<file path="src/rtl/piso_ser.sv">
// Parametrised parallel-in/serial-out serializer with valid/ready load,
// shift-enable pacing, last-bit flag and gapless back-to-back words.
// Ports: clk, clr (async active-low), d[WIDTH], load_valid, load_ready,
//        shift_en, q, q_valid, done, busy.
module piso_ser #(
  parameter int WIDTH     = 8,
  parameter int MSB_FIRST = 0
) (
  input  logic             clk,
  input  logic             clr,
  input  logic [WIDTH-1:0] d,
  input  logic             load_valid,
  output logic             load_ready,
  input  logic             shift_en,
  output logic             q,
  output logic             q_valid,
  output logic             done,
  output logic             busy
);

  localparam int CNT_W = $clog2(WIDTH + 1);
  localparam logic [CNT_W-1:0] CNT_FULL = CNT_W'(WIDTH);
  localparam logic [CNT_W-1:0] CNT_ONE  = CNT_W'(1);

  typedef enum logic {
    S_IDLE,
    S_SHIFT
  } state_t;

  state_t           r_state;
  state_t           w_state_nxt;
  logic [WIDTH-1:0] r_shreg;
  logic [WIDTH-1:0] w_shreg_nxt;
  logic [CNT_W-1:0] r_cnt;
  logic [CNT_W-1:0] w_cnt_nxt;
  logic             r_q;
  logic             w_q_nxt;
  logic             r_q_valid;
  logic             w_q_valid_nxt;
  logic             r_done;
  logic             w_done_nxt;

  logic             w_last;
  logic             w_load;
  logic             w_out_bit;
  logic [WIDTH-1:0] w_shifted;

  // Final bit leaves this edge; the slot frees up for a gapless reload.
  assign w_last = (r_state == S_SHIFT) && (r_cnt == CNT_ONE) && shift_en;

  assign load_ready = clr && ((r_state == S_IDLE) || w_last);
  assign w_load     = load_valid && load_ready;

  assign w_out_bit = (MSB_FIRST != 0) ? r_shreg[WIDTH-1] : r_shreg[0];
  assign w_shifted = (MSB_FIRST != 0) ? (r_shreg << 1) : (r_shreg >> 1);

  always_comb begin
    w_state_nxt   = r_state;
    w_shreg_nxt   = r_shreg;
    w_cnt_nxt     = r_cnt;
    w_q_nxt       = r_q;
    w_q_valid_nxt = 1'b0;
    w_done_nxt    = 1'b0;
    unique case (r_state)
      S_IDLE: begin
        if (w_load) begin
          w_shreg_nxt = d;
          w_cnt_nxt   = CNT_FULL;
          w_state_nxt = S_SHIFT;
        end
      end
      S_SHIFT: begin
        if (shift_en) begin
          w_q_nxt       = w_out_bit;
          w_shreg_nxt   = w_shifted;
          w_cnt_nxt     = r_cnt - CNT_ONE;
          w_q_valid_nxt = 1'b1;
          if (w_last) begin
            w_done_nxt = 1'b1;
            if (w_load) begin
              w_shreg_nxt = d;
              w_cnt_nxt   = CNT_FULL;
            end else begin
              w_state_nxt = S_IDLE;
            end
          end
        end
      end
      default: begin
        w_state_nxt = S_IDLE;
      end
    endcase
  end

  always_ff @(posedge clk or negedge clr) begin
    if (!clr) begin
      r_state   <= S_IDLE;
      r_shreg   <= '0;
      r_cnt     <= '0;
      r_q       <= 1'b0;
      r_q_valid <= 1'b0;
      r_done    <= 1'b0;
    end else begin
      r_state   <= w_state_nxt;
      r_shreg   <= w_shreg_nxt;
      r_cnt     <= w_cnt_nxt;
      r_q       <= w_q_nxt;
      r_q_valid <= w_q_valid_nxt;
      r_done    <= w_done_nxt;
    end
  end

  assign q       = r_q;
  assign q_valid = r_q_valid;
  assign done    = r_done;
  assign busy    = (r_state == S_SHIFT);

endmodule

</file>
<file path="config.mk">
export PLATFORM = sky130hd
export DESIGN_NAME = piso_ser
export DESIGN_NICKNAME = d
export VERILOG_FILES = /design/src/rtl/piso_ser.sv
export SDC_FILE = /design/constraint.sdc
export NUM_CORES = 1
export LEC_CHECK = 0
export CAP_MARGIN = 30
export CORE_MARGIN = 4
export CORE_UTILIZATION = 47
export DETAILED_ROUTE_END_ITERATION = 6
export HOLD_SLACK_MARGIN = 0.08
export PLACE_DENSITY = 0.85
export SLEW_MARGIN = 10
export SYNTH_ARGS = -nofsm -noshare
export SYNTH_HDL_FRONTEND = slang
export SYNTH_SLANG_ARGS = --single-unit
</file>
<file path="constraint.sdc">
create_clock -name clk -period 2.3 [get_ports clk]
set_clock_uncertainty 0.1 [all_clocks]
set_input_delay 0.575 -clock clk [delete_from_list [all_inputs] [get_ports clk]]
set_output_delay 0.575 -clock clk [all_outputs]
set_load 0.01 [all_outputs]
</file>
Yosys cells after proc, flatten, opt, wreduce, memory -nomap -nowiden
Cells that the tools add are included.
Widths: inputs -> output; s select.

storage, ports and cells
  word-level logic and storage cells = 37
  input port bits = 12
  bits in registers = 16
  output and inout bits = 5

operators by class
  equal/unequal tests = 3
  multiplexer cells = 19
  reductions and logical operators = 7
  add/sub/neg operators = 1
  bitwise logic cells = 1

operator list
  cell                 number
  $mux 8               4
  $mux 4               4
  $pmux 8 s2           1
  $mux 1               8
  $pmux 4 s2           1
  $eq 4x1->1 const B   1
  $logic_and 1x1->1    4
  $ne 2x2->1 const B   2
  $reduce_and 2->1     2
  $sub 4x1->4 const B  1
  $pmux 1 s2           1
  $logic_or 1x1->1     1
  $not 1->1            1

Logic depth before layout (Yosys ltp)
  word-level depth = 10
  depth in mapped cells = 6
  gate-level depth less buffers = 6

Least setup slack after synthesis
Ideal clock, no wire load.

  kind = flip-flop to output port
  from = register r_cnt[1]
  to = output load_ready
  stages on the path, launching flop included = 6
  slack = 0.612 ns
  arrival time = 1.013 ns
  cell sequence = dfrtp_1 -> inv_1 -> ha_1 -> nand4bb_1 -> nand2_1 -> and2_1

on the way
  longest elaborated chain between the ends = 5

RTL lines
  element                          RTL line  text
  from (decl)                      34        logic [CNT_W-1:0] r_cnt;
  from (signal assigned)           106       r_cnt <= w_cnt_nxt;
  $eq 4x1->1                       49        assign w_last = (r_state == S_SHIFT) && (r_cnt == CNT_ONE) && shift_en;
  $logic_and 1x1->1 (2 in series)  49
  $logic_or 1x1->1                 51        assign load_ready = clr && ((r_state == S_IDLE) || w_last);
  $logic_and 1x1->1                51
  to (decl)                        13        output logic load_ready,

No other way between the ends.

Final worst setup path
  from = input shift_en
  to = output load_ready

on the way
  longest elaborated chain between the ends = 3

RTL lines
  element            RTL line  text
  from (decl)        14        input logic shift_en,
  $logic_and 1x1->1  49
  $logic_or 1x1->1   51
  $logic_and 1x1->1  51

No other way between the ends.

==> run summary <==
CTS Buffer Depth: 2
# Post-CTS Setup Buffers: 0
power density cells: 1020 nW/um^2
#FFs+latches synth: 16
crit path from: shift_en
period utilisation layout: 0.955
worst slew pin tran: 380 ps
core box area: 1510 um^2
Die Area: 2290 um^2
DR top layer: met4
reg2reg path depth: 6
GP Congestion: 0.796
Ys Warns: 0
# port buffers: 16
post-synth top area share: 0.537
switching power: 0.360 mW
DR WL/cell: 14.8 um
Synth Cell Area: 746 um^2
CTS clk-pin slew, worst paths: 80 ps
WL met2: 796 um
initial antenna violation count: 0
net total in the final layout: 106
Pre-antenna DRT Iters: 5
number of buffers created by CTS: 3
Int Power: 0.636 mW
Net Sw Frac: 0.361
final hold viol count: 0
flop2flop setup slack: 450 ps
vias per cell: 5.91
RR Endpoint: r_shreg[6]
FP Rows: 14
proportion of layout cells with a drive suffix above 1: 0.178
GRT Residual Overflow: 0
number of global-route vias before repair: 627
pin count of the biggest net entering global routing: 20
leakage power: 0.492 nW
top cells by area, synth: dfrtp_1 54%, a222oi_1 9.4%, inv_1 5.5%
Ports: 17
fin crit period: 2200 ps
Diodes inserted: 0
Root Driver: clkbuf_4
Comb power frac: 0.388
CP max FO: 2
first-pass GRT wire length: 2.44 mm
Post-Syn Nets: 80
Syn Area/Cell: 11.3 um^2
endpoint class of the critical path: output port
Skew-Pair Late Insertion Delay: 280 ps
max_slew headroom: 0.746
outcome: complete, no violations
Final WS setup: 103 ps
CP Class: input port to output port
GRT Util Overall: 0.154
critical path data required time: 1620 ps
dpl hpwl: 1.21 mm
ANT nets after route: 0
max-cap viol count: 0
Synth cell types: 22
Final Slew Violations: 0
Num Clock Sinks: 16
Met1 Wirelength: 611 um
# fillers: 134
Die Wd: 47.8 um
DRC viols: 0
Yosys top cell by area: dfrtp_1
Setup crit start kind: input port
worst hold path type: flip-flop to flip-flop
Hold Slack: 399 ps
Initial DRC Count: 37
Area Overhead vs Synth: 30.5%
Vias: 626
dpl cells: 103
Placement Setup Slack: -318 ps
sequential share of the synthesized area: 0.537
DR WL met3: 100 um
H-tree levels: 1
setup violators final: 0
Worst R2R Start: r_cnt[1]
initial core utilization: 0.495
fmax: 455 MHz
Clk network pwr share: 0.145
RSZ-0062 raised after global routing: false
Final Non-Filler Cells: 106
chip height: 47.8 um
Setup crit end: load_ready
Post-Route WL: 1.57 mm
TritonCTS clock tree: built
Peak VDD IR: 765 uV
CP arrival: 1520 ps
Sequential Power Share: 0.468
Post-Syn Instances: 66
how the worst min path moves through the flow:
| stage | slack (ps) | cells after the start | from | endpoint |
|---|---|---|---|---|
| 6_report | 400 | 2 | r_shreg[2] | r_shreg[2] |
| 5_1_grt | 430 | 2 | r_shreg[0] | r_shreg[0] |
| 4_1_cts | 400 | 2 | r_shreg[2] | r_shreg[2] |
| 3_5_place_dp | 380 | 2 | r_shreg[2] | r_shreg[2] |
| 3_3_place_gp | 370 | 2 | r_shreg[1] | r_shreg[1] |
| 2_1_floorplan | 180 | 0 | clr | busy |
cells in the final DEF, fill, tap and decap left out:
master / instances
dfrtp_1: 16
clkdlybuf4s50_1: 15
inv_1: 11
a222oi_1: 7
buf_4: 7
nand2_1: 6
o21ai_0: 4
a21oi_1: 4
clkbuf_4: 3
ha_1: 2
nand4bb_1: 1
and2_1: 1
nor3b_4: 1
and3_2: 1
a31oi_2: 1
a21oi_2: 1
o21a_1: 1
a22o_1: 1
o41ai_1: 1
nor4_1: 1
mux2_2: 1
or3_1: 1
a31oi_1: 1
nor2_1: 1
buf_2: 1
per-layer routing:
| layer | up-vias | global-route usage |
|---|---|---|
| met5 | - | 0 |
| li1 | 290 | - |
| met3 | 6 | 0.0226 |
| met1 | 307 | 0.168 |
| met4 | 0 | 0.102 |
| met2 | 23 | 0.272 |
critical path, cell delays in order:
cell and delay [ps]:
clkdlybuf4s50_1 480, nand4bb_1 130, nand2_1 100, and2_1 120, buf_2 120
cells by family after synthesis:
| group | after synthesis | share of synthesized area |
|---|---|---|
| compound gates | 21 | 0.218 |
| buf+inv | 13 | 0.0856 |
| fa+ha+maj | 2 | 0.0336 |
| mux | 1 | 0.0151 |
| simple gates | 13 | 0.111 |
| flops | 16 | 0.537 |
area by class of cell:
type                       instances  area (um^2)  area share
tap                               16         20.0      0.0206
multi-input combinational         37          282       0.289
timing repair buffer              23          208       0.213
inverter                          11         41.3      0.0424
sequential                        16          400       0.411
clock buffer                       3         22.5      0.0231
cells in the mapped netlist (all sizes together):
master and instances:
dfrtp 16, inv 11, a222oi 7, nand2 6, a21oi 5, o21ai 4
a31oi 2, buf 2, ha 2, a22o 1, and2 1, and3 1
mux2 1, nand4bb 1, nor2 1, nor3b 1, nor4 1, o21a 1
o41ai 1, or3 1
metrics by stage:
step | setup TNS (ps) | area (um^2) | total power [mW] | utilization
after global routing | 0 | 973 | 1.06 | 0.646
after CTS | 0 | 973 | 1.00 | 0.646
final | 0 | 973 | 0.996 | 0.646
after global placement | -594 | 956 | 0.828 | 0.635
after floorplan | 0 | 746 | 0.711 | -
after detailed placement | -986 | 956 | 0.863 | 0.635
power by group through the flow:
stage	clock network [mW]	registers (mW)	logic (mW)
global route	0.157	0.480	0.427
global placement	0	0.466	0.362
CTS	0.147	0.465	0.390
detailed placement	0	0.471	0.393
finish	0.144	0.466	0.386
floorplan	0	0.451	0.261
flip-flops by register name (all words and copies together), names as in the netlist:
name	cells
q_valid	1
busy	1
done	1
q	1
r_shreg	8
r_cnt	4
repair_timing:
item,4_1_cts,5_1_grt
hold buffers,0,0
setup endpoints to repair,1,0
resized for setup,4,0
Note: power is estimated with default switching activity, not from simulation.
